==> config.mk <==
export PLATFORM = sky130hd
export DESIGN_NAME = k005297_timer25k_ctrl
export DESIGN_NICKNAME = d
export VERILOG_FILES = /design/src/rtl/k005297_timer25k_ctrl.sv
export SDC_FILE = /design/constraint.sdc
export NUM_CORES = 1
export LEC_CHECK = 0
export CAP_MARGIN = 20
export CORE_AREA = 2 2 47 49
export CTS_CLUSTER_DIAMETER = 80
export DETAILED_ROUTE_END_ITERATION = 12
export DIE_AREA = 0 0 49 51
export PLACE_DENSITY = 0.87
export SYNTH_ARGS = -nofsm -noshare
export SYNTH_HDL_FRONTEND = slang
export SYNTH_SLANG_ARGS = --single-unit
==> constraint.sdc <==
create_clock -name i_MCLK -period 1.8 [get_ports i_MCLK]
set_input_delay 0.36 -clock i_MCLK [delete_from_list [all_inputs] [get_ports i_MCLK]]
set_output_delay 0.36 -clock i_MCLK [all_outputs]
set_load 0.005 [all_outputs]
==> src/rtl/k005297_timer25k_ctrl.sv <==
// k005297_timer25k_ctrl: round-robin sequencer that clears, runs and snapshots the shared 2556-frame serial timer
// Ports: i_MCLK clock, i_RST sync active-high reset, i_CLK2M_PCEN_n tick enable (low = tick),
//   i_ROT20_n 20-slot ring (one bit low), i_REQ/i_STOP per-requester request level and stop pulse,
//   i_TIMER25K_TIMEOVER_n time-over from timer; o_TIMER25K_CNT count enable, o_TIMER25K_OUTLATCH_LD_n latch load,
//   o_GNT one-hot owner, o_BUSY not idle, o_TIMEOUT/o_STOPPED one-tick completion pulses to the owner.
module k005297_timer25k_ctrl (
  input  logic        i_MCLK,
  input  logic        i_RST,
  input  logic        i_CLK2M_PCEN_n,
  input  logic [19:0] i_ROT20_n,
  input  logic [1:0]  i_REQ,
  input  logic [1:0]  i_STOP,
  input  logic        i_TIMER25K_TIMEOVER_n,
  output logic        o_TIMER25K_CNT,
  output logic        o_TIMER25K_OUTLATCH_LD_n,
  output logic [1:0]  o_GNT,
  output logic        o_BUSY,
  output logic [1:0]  o_TIMEOUT,
  output logic [1:0]  o_STOPPED
);
  localparam logic [2:0] S_IDLE  = 3'd0;
  localparam logic [2:0] S_ALIGN = 3'd1;
  localparam logic [2:0] S_CLEAR = 3'd2;
  localparam logic [2:0] S_RUN   = 3'd3;
  localparam logic [2:0] S_SNAP  = 3'd4;
  localparam logic [2:0] S_DONE  = 3'd5;
  logic [2:0] r_state, w_state;
  logic [4:0] w_slot;
  logic       r_ptr, r_cnt, r_ld_n, r_busy, r_by_stop;
  logic [1:0] r_gnt, r_tmo, r_stp, w_pick;
  logic       w_tick, w_s12, w_s19, w_tov, w_stop;
  always_comb begin
    w_slot = 5'd0;
    for (int k = 0; k < 20; k++)
      if (!i_ROT20_n[k]) w_slot = 5'(k);
  end
  // the latch load is issued one slot early so the timer sees it low on the slot-13 tick
  always_comb begin
    w_tick = ~i_CLK2M_PCEN_n;
    w_s12 = w_slot == 5'd12;
    w_s19 = w_slot == 5'd19;
    w_tov = ~i_TIMER25K_TIMEOVER_n;
    w_stop = |(i_STOP & r_gnt);
    w_pick = (r_ptr ? i_REQ[1] : ~i_REQ[0]) ? 2'b10 : 2'b01;
    w_state = r_state;
    case (r_state)
      S_IDLE:  w_state = |i_REQ ? S_ALIGN : S_IDLE;
      S_ALIGN: w_state = w_s19 ? S_CLEAR : S_ALIGN;
      S_CLEAR: w_state = w_s19 ? S_RUN : S_CLEAR;
      S_RUN:   w_state = (w_tov | w_stop) ? S_SNAP : S_RUN;
      S_SNAP:  w_state = r_ld_n ? S_SNAP : S_DONE;
      default: w_state = S_IDLE;
    endcase
  end
  always_ff @(posedge i_MCLK) begin
    if (i_RST) begin
      r_state <= S_IDLE;
      r_busy <= 1'b0;
      r_gnt <= 2'b00;
      r_cnt <= 1'b0;
      r_ld_n <= 1'b1;
      r_by_stop <= 1'b0;
      r_tmo <= 2'b00;
      r_stp <= 2'b00;
      r_ptr <= 1'b0;
    end else if (w_tick) begin
      r_state <= w_state;
      r_busy <= w_state != S_IDLE;
      r_gnt <= (r_state == S_IDLE && |i_REQ) ? w_pick : (w_state == S_DONE ? 2'b00 : r_gnt);
      r_cnt <= (r_state == S_CLEAR && w_s19) ? 1'b1 : (w_state == S_DONE ? 1'b0 : r_cnt);
      r_ld_n <= ~(w_s12 && w_state == S_SNAP);
      r_by_stop <= r_state == S_RUN ? ~w_tov : r_by_stop;
      r_tmo <= (r_state == S_RUN && w_tov) ? r_gnt : 2'b00;
      r_stp <= (r_state == S_SNAP && !r_ld_n && r_by_stop) ? r_gnt : 2'b00;
      r_ptr <= w_state == S_DONE ? r_gnt[0] : r_ptr;
    end
  end
  assign o_TIMER25K_CNT = r_cnt;
  assign o_TIMER25K_OUTLATCH_LD_n = r_ld_n;
  assign o_GNT = r_gnt;
  assign o_BUSY = r_busy;
  assign o_TIMEOUT = r_tmo;
  assign o_STOPPED = r_stp;
endmodule

# Word-level counts from Yosys, hierarchy flattened

Cells that the tools add are included.

Register bits after elaboration: 14
Latch bits: 0
RAM bits: 0
Bits in read-only memories: 0
Output and inout port bits: 9
Memories: 0

Add/sub/neg operators: 0
Multiply operators: 0
Div/mod/pow operators: 0
$lt $le $gt $ge: 0
Equality and inequality tests: 8
Shift operators: 0
Muxes and demuxes: 33
Bitwise gates (word level): 6
Reductions and logical operators: 17

Operators with widths:

| operator                                                               | number |
|---|---|
| 5-bit 2-to-1 mux                                                       | 17 |
| 3-bit case mux with 5 select lines                                     | 1 |
| 2-bit 2-to-1 mux                                                       | 7 |
| 3-bit equality test (second input constant)                            | 3 |
| 2-bit AND reduction                                                    | 4 |
| 1-bit 2-to-1 mux                                                       | 7 |
| 3-bit by 2-bit equality test with 1-bit output (second input constant) | 2 |
| 1-bit logical AND                                                      | 6 |
| 5-bit by 4-bit equality test with 1-bit output (second input constant) | 1 |
| 5-bit equality test (second input constant)                            | 1 |
| 1-bit NOT                                                              | 4 |
| 2-bit nonzero test                                                     | 2 |
| 2-bit OR reduction                                                     | 2 |
| 3-bit by 1-bit equality test with 1-bit output (second input constant) | 1 |
| 3-bit logical NOT                                                      | 1 |
| 3-bit 2-to-1 mux                                                       | 1 |
| 3-bit nonzero test                                                     | 1 |
| 2-bit AND                                                              | 1 |
| 1-bit logical NOT                                                      | 1 |
| 1-bit bitwise OR                                                       | 1 |

# Depth between registers and ports, before layout

Depth in word-level cells: 25
Gate-level depth with buffers: 6

# Worst setup path after synthesis

OpenSTA, ideal clock, no wires.

Path type: register to register
From: register r_state[1]
To: register r_ld_n (netlist: o_TIMER25K_OUTLATCH_LD_n)
Data arrival time: 1438 ps
Data required time: 1678 ps
Path slack: 240 ps
Cell stages (with the launch flop): 7
Buffers on the path: 1
Period minus slack after synthesis: 1560 ps
Path through: dfxtp_1 -> buf_6 -> or4_1 -> nand3_1 -> o32ai_1 -> nor4_2 -> a21oi_1

Word-level cells in the longest chain between the ends: 5

RTL lines:

| item                                        | RTL line | text |
|---|---|---|
| start: declaration                          | 27       | `logic [2:0] r_state, w_state;` |
| start signal: assignment                    | 67       | `r_state <= w_state;` |
| 3-bit equality test (tied with other cells) | 46       | `case (r_state)` |
| 3-bit case mux with 5 select lines *        | 46       |  |
| 3-bit equality test *                       | 71       | `r_ld_n <= ~(w_s12 && w_state == S_SNAP);` |
| 1-bit logical AND *                         | 71       |  |
| 1-bit NOT *                                 | 71       |  |
| end signal: assignment                      | 71       |  |
| end: declaration                            | 29       | `logic r_ptr, r_cnt, r_ld_n, r_busy, r_by_stop;` |

Every way passes the cells marked *; elsewhere a longest branch is shown, timed or not.
A chain may end at the register's enable or synchronous reset.

# Final worst setup path

From: input i_REQ[1]
To: register r_ld_n (netlist: o_TIMER25K_OUTLATCH_LD_n)

Word-level cells in the longest chain between the ends: 6

RTL lines:

| item                               | RTL line | text |
|---|---|---|
| start: declaration                 | 11       | `input logic [1:0] i_REQ,` |
| 2-bit OR reduction                 | 47       | `S_IDLE: w_state = \|i_REQ ? S_ALIGN : S_IDLE;` |
| 1-bit 2-to-1 mux                   | 47       |  |
| 3-bit case mux with 5 select lines | 46       |  |
| 3-bit equality test                | 71       |  |
| 1-bit logical AND                  | 71       |  |
| 1-bit NOT                          | 71       |  |

Every way passes these cells.

==> results.tsv <==
stage	metric	value	unit
final_layout	Final #Nets	169	
clock_tree	Sink Count	14	
yosys	Main synth FF type	dfxtp_1	
timing	relative slew slack	67.8	%
floorplanning	die extent in x	49	um
drt	Via density	5.32	
worst_setup_path	CP Data Required Time	1.97	ns
placement	Area after DPL	1180	um2
final_layout	ANT cells	0	
global_route	initial antenna violation count	0	
clock_tree	Post-CTS Setup Bufs	0	
global_route	grt total ovfl	0	
worst_setup_path	Startpoint Class	input port	
floorplanning	Die Area	2500	um2
clock_tree	clock buffer depth	2	
yosys	number of synthesized flops with an enable pin	0	
placement	HPWL after DPL	1570	um
timing	final hold slack	0.488	ns
outcome	outcome	complete, no violations	
timing	maximum clock frequency	0.586	GHz
yosys	Netlist cell types	31	
yosys	Synth async-reset ratio	0	%
timing	Tmin final	1.71	ns
pwr	worst IR drop on VDD	0.339	mV
final_layout	Area growth syn-to-layout	61.6	%
worst_setup_path	Arrival @ worst endpoint	1.88	ns
clock_tree	Reg clk slew, reported paths	0.08	ns
clock_tree	total CTS buffers	3	
yosys	Avg Inst Size Synth	7.86	um2
clock_tree	CTS tree	yes	
worst_setup_path	WS Path Type	input port to flip-flop	
yosys	Area contributors post-synth	dfxtp_1, nor2_1, a21oi_1	
timing	max-slew violation count	0	
min_path	HP Class	flip-flop to flip-flop	
clock_tree	CTS H-tree lvls	1	
worst_setup_path	endpoint class of the critical path	flip-flop	
final_layout	share of cells above drive strength 1	10.8	%
yosys	synthesized net count	123	
pwr	total power	0.680	mW
yosys	Syn. warnings	0	
clock_tree	Worst-Skew Late Latency	0.28	ns
clock_tree	clock root cell	clkbuf_4	
pwr	Pwr Density	563	nW/um2
yosys	most frequent cell after synthesis	nor2_1	
clock_tree	hold_buf cts	0	
yosys	top cell type's share of synthesized area	37.5	%
drt	Detail Route Antenna Nets	0	
floorplanning	Chip Height	51	um
global_route	first-pass GRT wire length	3270	um
flow_run	max-capacitance violation count	0	
yosys	Cells after Synth	95	
timing	RSZ-0062 raised after global routing	no	
floorplanning	IO Pins	37	
timing	clk_skew	0.00155	ns
placement	Port Buffers	35	
drt	1st-iter DRT viols	21	
yosys	flop and latch count out of synthesis	14	
worst_setup_path	R2R Setup Slk	0.11	ns
clock_tree	post-CTS sizing	0	
timing	Worst Max-Slew Pin Slew	0.482	ns
floorplanning	Initial Util	36.2	%
timing	Final Setup Violations	0	
global_route	total global-route track usage	17.1	%
global_route	vias in the first global route	842	
drt	detailed-route via count	889	
yosys	Mapped Area	747	um2
yosys	Seq/Total Area, Yosys	37.5	%
pwr	LEAKAGE	0.433	nW
final_layout	Post-Layout Inst Area	1210	um2
drt	drt pass-1 iters	4	
timing	Hold Fails Final Rpt	0	
floorplanning	Core Region	2060	um2
drt	post-DR wirelength/cell	11.7	um
drt	total wire length	1960	um
yosys	largest area contributor in the netlist	dfxtp_1	
timing	Final Cycle Share	94.9	%
floorplanning	Rows	17	
yosys	top cell types by occurrence after synthesis	nor2_1, dfxtp_1, a21oi_1	
worst_setup_path	CP max FO	3	
drt	drt drc	0	
global_route	largest net degree at the start of global routing	15	
placement	gpl congestion	0.762	
## layout make-up
| class | count | area (um2) |
|---|---|---|
| fillers | 196 | 856 |
| multi-input cells | 73 | 429 |
| flip-flops and latches | 14 | 280 |
| inverters | 4 | 15.0 |
| repair buffers | 45 | 425 |
| well taps | 28 | 35.0 |
| clock buffers | 3 | 22.5 |
## path summary, 6_finish.rpt
check                                   from                  endpoint  cells after the start
worst min register to register  o_STOPPED[0]              o_STOPPED[0]                      2
worst min-delay path            o_STOPPED[0]              o_STOPPED[0]                      2
worst max-delay path                i_REQ[1]  o_TIMER25K_OUTLATCH_LD_n                      6
worst max register to register    r_state[0]  o_TIMER25K_OUTLATCH_LD_n                      5
## logic make-up (layout without fill, tap and decap cells)
logic type / Yosys count / count (layout) / share of synthesized area [%]
buffers and inverters: 8 / 52 / 5.02
multiplexers: 2 / 2 / 2.85
AND/OR/NAND/NOR: 44 / 44 / 30.0
AO/OA/AOI/OAI: 27 / 27 / 24.6
flip-flops: 14 / 14 / 37.5
## registers in the layout, indices dropped and copies added (netlist names)
| name | count |
|---|---|
| o_BUSY | 1 |
| o_GNT | 2 |
| o_STOPPED | 2 |
| o_TIMEOUT | 2 |
| o_TIMER25K_CNT | 1 |
| o_TIMER25K_OUTLATCH_LD_n | 1 |
| r_by_stop | 1 |
| r_ptr | 1 |
| r_state | 3 |
## cells in the final DEF, fill, tap and decap left out, types with 2 or more instances in the layout
master and count:
nand2b_1 6, nand4_1 3, dfxtp_1 14, buf_4 10, nor3_1 3, o21ai_0 3
nand3_1 2, clkbuf_4 3, a21oi_1 9, clkdlybuf4s50_1 35, a22oi_1 3, nor2b_1 2
inv_1 4, nor2_1 15, a32oi_1 3, nand2_1 7, nor4_1 2
## power breakdown
part | switching (mW) | internal (mW) | leakage, nW
registers | 0.0131 | 0.320 | 0.114
clock network | 0.0962 | 0.0777 | 0.0138
logic | 0.0677 | 0.106 | 0.305
## critical path: stages
cell	delay (ns)
clkdlybuf4s50_1	0.42
or4_1	0.48
nand3_1	0.08
o32ai_1	0.13
nor4_2	0.31
a21oi_1	0.09
## metal layers
layer / wire length [um] / track usage [%] / part of all wire, %
met4: 44 / 10.0 / 2.2
met3: 128 / 3.51 / 6.5
met5: 0 / 0 / 0
met2: 947 / 33.6 / 48
met1: 838 / 16.5 / 43
## metrics by stage
step | setup WS, ns | utilization [%] | instances | setup TNS, ns
2_1_floorplan | 0.240 | - | 95 | 0
3_3_place_gp | -0.159 | 57.4 | 164 | -0.222
3_5_place_dp | -0.212 | 57.4 | 164 | -0.381
4_1_cts | 0.0851 | 58.5 | 167 | 0
5_1_grt | 0.0219 | 58.5 | 167 | 0
6_report | 0.0921 | 58.5 | 167 | 0
No activity file was read; power rests on OpenSTA's default activity.
